===== config.mk =====
export PLATFORM = sky130hd
export DESIGN_NAME = mc_control_unit
export DESIGN_NICKNAME = d
export VERILOG_FILES = /design/src/rtl/rv_ctrl_pkg.sv /design/src/rtl/mc_alu_decoder.sv /design/src/rtl/mc_control_unit.sv
export SDC_FILE = /design/constraint.sdc
export NUM_CORES = 1
export LEC_CHECK = 0
export ABC_AREA = 1
export CORE_AREA = 2 2 39 41
export DETAILED_ROUTE_END_ITERATION = 6
export DIE_AREA = 0 0 41 43
export DONT_BUFFER_PORTS = 1
export GPL_ROUTABILITY_DRIVEN = 0
export PLACE_DENSITY = 0.66
export SLEW_MARGIN = 20
export SYNTH_ARGS = -nofsm -noshare
export SYNTH_HDL_FRONTEND = slang
export SYNTH_SLANG_ARGS = --single-unit

===== constraint.sdc =====
create_clock -name clk -period 1.1 [get_ports clk]
set_input_delay 0.165 -clock clk [delete_from_list [all_inputs] [get_ports clk]]
set_output_delay 0.165 -clock clk [all_outputs]
set_load 0.03 [all_outputs]

===== src/rtl/rv_ctrl_pkg.sv =====
// Shared encodings for the RISC-V control path: FSM states, opcodes,
// ALU operation codes and datapath select values.
package rv_ctrl_pkg;

   typedef enum logic [3:0] {
      S_FETCH,
      S_DECODE,
      S_MEMADR,
      S_MEMREAD,
      S_MEMWB,
      S_MEMWRITE,
      S_EXECR,
      S_EXECI,
      S_ALUWB,
      S_JAL,
      S_BRANCH
   } state_t;

   localparam logic [6:0] OP_LW  = 7'b0000011;
   localparam logic [6:0] OP_SW  = 7'b0100011;
   localparam logic [6:0] OP_R   = 7'b0110011;
   localparam logic [6:0] OP_I   = 7'b0010011;
   localparam logic [6:0] OP_JAL = 7'b1101111;
   localparam logic [6:0] OP_BR  = 7'b1100011;

   localparam logic [2:0] ALU_ADD = 3'b000;
   localparam logic [2:0] ALU_SUB = 3'b001;
   localparam logic [2:0] ALU_AND = 3'b010;
   localparam logic [2:0] ALU_OR  = 3'b011;
   localparam logic [2:0] ALU_SLT = 3'b101;

   // alu_op tells the ALU decoder whether to force add/sub or decode funct3
   localparam logic [1:0] ALUOP_ADD  = 2'b00;
   localparam logic [1:0] ALUOP_SUB  = 2'b01;
   localparam logic [1:0] ALUOP_FUNC = 2'b10;

   localparam logic [1:0] SRCA_PC    = 2'b00;
   localparam logic [1:0] SRCA_OLDPC = 2'b01;
   localparam logic [1:0] SRCA_RS1   = 2'b10;

   localparam logic [1:0] SRCB_RS2  = 2'b00;
   localparam logic [1:0] SRCB_IMM  = 2'b01;
   localparam logic [1:0] SRCB_FOUR = 2'b10;

   localparam logic [1:0] RES_ALUOUT    = 2'b00;
   localparam logic [1:0] RES_DATA      = 2'b01;
   localparam logic [1:0] RES_ALURESULT = 2'b10;

   localparam logic [1:0] IMM_I = 2'b00;
   localparam logic [1:0] IMM_S = 2'b01;
   localparam logic [1:0] IMM_B = 2'b10;
   localparam logic [1:0] IMM_J = 2'b11;

endpackage


===== src/rtl/mc_alu_decoder.sv =====
// Combinational ALU control decode: forced add/sub or funct3-driven operation.
// Shared between the multicycle FSM and the single-cycle decode path.
module mc_alu_decoder
   import rv_ctrl_pkg::*;
(
   input  logic [1:0] alu_op,
   input  logic [2:0] funct3,
   input  logic       op_b5,
   input  logic       funct7b5,
   output logic [2:0] alu_ctrl
);

   always_comb begin
      alu_ctrl = ALU_ADD;
      case (alu_op)
         ALUOP_ADD: alu_ctrl = ALU_ADD;
         ALUOP_SUB: alu_ctrl = ALU_SUB;
         default: begin
            case (funct3)
               // only R-type (op[5]=1) with bit 30 set is a subtract; addi ignores bit 30
               3'b000:  alu_ctrl = (op_b5 & funct7b5) ? ALU_SUB : ALU_ADD;
               3'b010:  alu_ctrl = ALU_SLT;
               3'b110:  alu_ctrl = ALU_OR;
               3'b111:  alu_ctrl = ALU_AND;
               default: alu_ctrl = ALU_ADD;
            endcase
         end
      endcase
   end

endmodule


===== src/rtl/mc_control_unit.sv =====
// Multicycle RISC-V control FSM (Moore): sequences lw/sw/R/I/jal/branch and
// drives datapath selects, write enables and ALU control; branch pc_write follows flags.
module mc_control_unit
   import rv_ctrl_pkg::*;
(
   input  logic       clk,
   input  logic       reset,
   input  logic [6:0] op,
   input  logic [2:0] funct3,
   input  logic       funct7b5,
   input  logic [3:0] flags,
   output logic       pc_write,
   output logic       adr_src,
   output logic       mem_write,
   output logic       ir_write,
   output logic [1:0] result_src,
   output logic [1:0] alu_src_a,
   output logic [1:0] alu_src_b,
   output logic       reg_write,
   output logic [1:0] imm_src,
   output logic [2:0] alu_ctrl,
   output logic       instr_done,
   output logic       illegal_op
);

   state_t     state_q, state_d, st_eff;
   logic [1:0] alu_op;
   logic       taken;
   logic       flag_n, flag_z, flag_c, flag_v;

   always_ff @(posedge clk) begin
      if (reset) state_q <= S_FETCH;
      else       state_q <= state_d;
   end

   always_comb begin
      state_d = S_FETCH;
      case (state_q)
         S_FETCH:  state_d = S_DECODE;
         S_DECODE: begin
            case (op)
               OP_LW, OP_SW: state_d = S_MEMADR;
               OP_R:         state_d = S_EXECR;
               OP_I:         state_d = S_EXECI;
               OP_JAL:       state_d = S_JAL;
               OP_BR:        state_d = S_BRANCH;
               default:      state_d = S_FETCH;
            endcase
         end
         S_MEMADR:  state_d = (op == OP_SW) ? S_MEMWRITE : S_MEMREAD;
         S_MEMREAD: state_d = S_MEMWB;
         S_EXECR, S_EXECI, S_JAL: state_d = S_ALUWB;
         default:   state_d = S_FETCH;
      endcase
   end

   assign {flag_n, flag_z, flag_c, flag_v} = flags;

   always_comb begin
      case (funct3)
         3'b000:  taken = flag_z;
         3'b001:  taken = ~flag_z;
         3'b100:  taken = flag_n ^ flag_v;
         3'b101:  taken = ~(flag_n ^ flag_v);
         3'b110:  taken = ~flag_c;
         3'b111:  taken = flag_c;
         default: taken = 1'b0;
      endcase
   end

   // during reset the outputs present FETCH with every enable held low
   assign st_eff = reset ? S_FETCH : state_q;

   always_comb begin
      pc_write   = 1'b0;
      adr_src    = 1'b0;
      mem_write  = 1'b0;
      ir_write   = 1'b0;
      result_src = RES_ALUOUT;
      alu_src_a  = SRCA_PC;
      alu_src_b  = SRCB_RS2;
      reg_write  = 1'b0;
      alu_op     = ALUOP_ADD;
      instr_done = 1'b0;
      illegal_op = 1'b0;
      case (st_eff)
         S_FETCH: begin
            ir_write   = 1'b1;
            alu_src_b  = SRCB_FOUR;
            result_src = RES_ALURESULT;
            pc_write   = 1'b1;
         end
         S_DECODE: begin
            alu_src_a = SRCA_OLDPC;
            alu_src_b = SRCB_IMM;
            if (!(op inside {OP_LW, OP_SW, OP_R, OP_I, OP_JAL, OP_BR})) begin
               illegal_op = 1'b1;
               instr_done = 1'b1;
            end
         end
         S_MEMADR: begin
            alu_src_a = SRCA_RS1;
            alu_src_b = SRCB_IMM;
         end
         S_MEMREAD: adr_src = 1'b1;
         S_MEMWB: begin
            result_src = RES_DATA;
            reg_write  = 1'b1;
            instr_done = 1'b1;
         end
         S_MEMWRITE: begin
            adr_src    = 1'b1;
            mem_write  = 1'b1;
            instr_done = 1'b1;
         end
         S_EXECR: begin
            alu_src_a = SRCA_RS1;
            alu_op    = ALUOP_FUNC;
         end
         S_EXECI: begin
            alu_src_a = SRCA_RS1;
            alu_src_b = SRCB_IMM;
            alu_op    = ALUOP_FUNC;
         end
         S_ALUWB: begin
            reg_write  = 1'b1;
            instr_done = 1'b1;
         end
         S_JAL: begin
            alu_src_a = SRCA_OLDPC;
            alu_src_b = SRCB_FOUR;
            pc_write  = 1'b1;
         end
         S_BRANCH: begin
            alu_src_a  = SRCA_RS1;
            alu_op     = ALUOP_SUB;
            pc_write   = taken;
            instr_done = 1'b1;
         end
         default: ;
      endcase
      if (reset) begin
         pc_write   = 1'b0;
         mem_write  = 1'b0;
         ir_write   = 1'b0;
         reg_write  = 1'b0;
         instr_done = 1'b0;
         illegal_op = 1'b0;
      end
   end

   always_comb begin
      case (op)
         OP_SW:   imm_src = IMM_S;
         OP_BR:   imm_src = IMM_B;
         OP_JAL:  imm_src = IMM_J;
         default: imm_src = IMM_I;
      endcase
   end

   mc_alu_decoder u_alu_dec (
      .alu_op   (alu_op),
      .funct3   (funct3),
      .op_b5    (op[5]),
      .funct7b5 (funct7b5),
      .alu_ctrl (alu_ctrl)
   );

endmodule


==> metrics.csv <==
stage,metric,value,unit
sta,period utilization,159.4,%
floorplanning,Die X,41,um
final_layout,fin cells,185,
floorplanning,die height,43,um
setup_path,worst path cell trace,inv_2 > nor2_2 > inv_2 > nor2_4 > inv_2 > nor2_4 > nand4_1 > nand2_2,
power_and_ir_drop,maximum vdd ir drop,723.0,uV
detailed_routing,routed vias,1231,
clock_network,H-tree depth,1,
synthesis,gate count after technology mapping,119,
status,outcome,"finished, violations left",
detailed_routing,Via density,6.654,
setup_path,r2r startpoint,state_q[0],
sta,fin. max-slew vios,0,
clock_network,CTS Buffer Depth,2,
synthesis,#FFs+latches synth,4,
setup_path,CP startpoint,state_q[0],
sta,final hold vios,0,
floorplanning,Die Area,1763,um2
floorplanning,Core Region,1384,um2
floorplanning,Initial Util,46.56,%
final_layout,multi-input logic area,656.9,um2
detailed_routing,detailed router's first-iteration violation count,86,
clock_network,clock sink total,4,
floorplanning,I/O Pins,35,
global_route,initial antenna violation count,0,
sta,RSZ-0062 raised after global routing,true,
synthesis,syn nets,136,
setup_path,capture point of the worst reg-to-reg path,state_q[2],
sta,clk_skew,0.6609,ps
sta,Worst slew margin,81.35,%
final_layout,Nets,188,
clock_network,CTS tree,yes,
final_layout,max reg flops,4,
clock_network,Clock Latency Late Sink,230,ps
final_layout,share of cells above drive strength 1,61.54,%
global_route,grt total ovfl,0,
placement,placed cell count,169,
detailed_routing,Post-route DRC,0,
global_route,Tot GR Track Use,32.50,%
synthesis,synthesized area,644.4,um2
floorplanning,row count,14,
sta,Final min period,1754,ps
setup_path,Worst path max stage delay,340,ps
sta,Setup TNS Final,-9054,ps
setup_path,crit path max fanout,3,
sta,final worst slack,-653.7,ps
final_layout,Register Area,92.59,um2
setup_path,Crit. path cell count,8,
placement,buffers added on ports,0,
flow_run,max cap viols,0,
power_and_ir_drop,Total Power,0.7133,mW
sta,# setup viols final,22,
final_layout,cell area after layout,1349,um2
setup_path,Crit-path slowest cell,dfxtp_2,
power_and_ir_drop,Lkg Pwr,0.6540,nW
final_layout,n_diodes,0,
hold_path,Worst Hold Depth,3,
status,failing checks,setup timing,
setup_path,largest delay contributor family on the critical path,simple AND/OR/NAND/NOR gates,
setup_path,Setup crit start kind,register,
final_layout,Largest Register,state_q,
global_route,first-pass GRT wire length,3864,um
setup_path,Register-to-Register Path Depth,13,
synthesis,post-synthesis average cell area,5.415,um2
setup_path,Critical Path AT,1590,ps
global_route,largest net degree at the start of global routing,8,
setup_path,slack of the worst reg-to-reg path,-550,ps
synthesis,sequential share of the synthesized area,12.43,%
setup_path,worst path bufs/invs,3,
detailed_routing,ANT nets after route,0,
final_layout,largest registers,state_q (4),
detailed_routing,1st-pass router iterations,5,
placement,Final HPWL DP,1619,um
clock_network,clock root buffer master,clkbuf_4,
final_layout,Fillers,23,
sta,Max Clk Rate,570.2,MHz
placement,dpl cell area,1051,um2
clock_network,Clock transition at path regs,40,ps
final_layout,utilization after layout,97.47,%
detailed_routing,Post-Route WL,4228,um
clock_network,Inserted Clock Buffers,3,
setup_path,Worst Setup EP,instr_done,
hold_path,HP Class,in -> reg,
global_route,number of global-route vias before repair,863,
setup_path,CP most frequent cell,inv_2,
setup_path,critical path type,reg -> out,
synthesis,Synth Warn #,0,
final_layout,layout overhead on the synthesized area,109.3,%
detailed_routing,drt wl/cell,22.85,um
power_and_ir_drop,power per standard cell area,528.9,nW/um2
synthesis,Synth cell types,20,
setup_path,crit end category,primary output,
sta,Worst Tran Pin Value,279.0,ps
setup_path,Critical Path RT,940,ps
through the flow:
stage | worst slack [ps] | hold slack (ps)
2_1_floorplan | -211.7 | 226.7
3_3_place_gp | -207.9 | 236.2
3_5_place_dp | -220.7 | 233.0
4_1_cts | -455.0 | 154.9
5_1_grt | -761.2 | 234.6
6_report | -653.7 | 200.9
metal layers:
metal | global-route usage [%] | vias to the layer above | wire [um]
li1 | - | 476 | -
met1 | 37.50 | 550 | 1300
met2 | 53.13 | 144 | 1992
met3 | 7.330 | 61 | 509
met4 | 15.33 | 0 | 425
met5 | 0 | - | 0
worst register-to-register path: stages, from the launching register on:
cell,delay (ps)
dfxtp_2,340
inv_2,60
nor2_2,140
inv_2,90
nor2_4,120
inv_2,70
nor2_4,110
buf_4,130
buf_4,110
buf_4,110
nand2_1,50
nand3_1,100
nand2_1,100
inv_1,70
cell families (layout without fill, tap and decap cells):
family	count (synthesis)	in the layout	share of synthesized area, %
buffers and inverters	28	78	16.31
AOI/OAI and AO/OA	15	15	14.76
and+or+nand+nor	72	72	56.51
DFF	4	4	12.43
Yosys cell counts:
cell,number,area share (%)
nand2_1,32,19
inv_1,23,13
nor2_1,13,7.6
nand3_1,10,7.8
a21oi_1,8,6.2
inv_2,5,2.9
dfxtp_1,4,12
nor2_2,4,3.9
nor2_4,4,7.0
nand4_1,3,2.9
nand2_2,2,1.9
nor3_2,2,3.1
o21ai_0,2,1.6
a21oi_4,1,2.5
nand3_4,1,2.7
o21ai_1,1,0.78
o221ai_1,1,1.4
o22ai_1,1,0.97
o311ai_1,1,1.4
or2_1,1,0.97
timing repair:
action                                  4_1_cts  5_1_grt
resized for setup                            27       20
endpoints found under the setup margin       21       22
buffers inserted                              7        8
hold endpoints to repair                      1        0
gates cloned                                  0        0
pin swaps                                    10       13
hold buffers                                  1        0
where the power goes:
part	internal [mW]	leakage [nW]	switching, mW
registers	0.143	0.0352	0.00448
logic	0.152	0.605	0.233
clock network	0.122	0.0138	0.0592
total	0.417	0.654	0.296
final cells by class:
class,count,share of cell area [%]
multi-input combinational,87,48.70
timing repair buffer,47,32.75
inverter,28,8.534
sequential,4,6.865
clock buffer,3,1.670
tap,16,1.484
layout by cell type (no fill, tap or decap), types with 3 or more instances in the layout:
cell / Yosys / final
a21oi_1: 8 / 6
a21oi_4: 1 / 3
buf_12: 0 / 3
buf_4: 0 / 30
buf_6: 0 / 13
clkbuf_4: 0 / 3
dfxtp_4: 0 / 3
inv_1: 23 / 17
inv_2: 5 / 7
inv_4: 0 / 4
nand2_1: 32 / 23
nand2_2: 2 / 7
nand2_4: 0 / 3
nand3_1: 10 / 9
nand4_1: 3 / 3
nor2_1: 13 / 5
nor2_2: 4 / 3
nor2_4: 4 / 13
worst min path at each step:
stage / from / to / slack, ps
3_3_place_gp: reset / state_q[0] / 240
3_5_place_dp: reset / state_q[0] / 230
2_1_floorplan: reset / state_q[0] / 230
5_1_grt: op[6] / state_q[1] / 230
4_1_cts: op[6] / state_q[1] / 150
6_report: op[6] / state_q[1] / 200
Note: power is estimated with default switching activity, not from simulation.
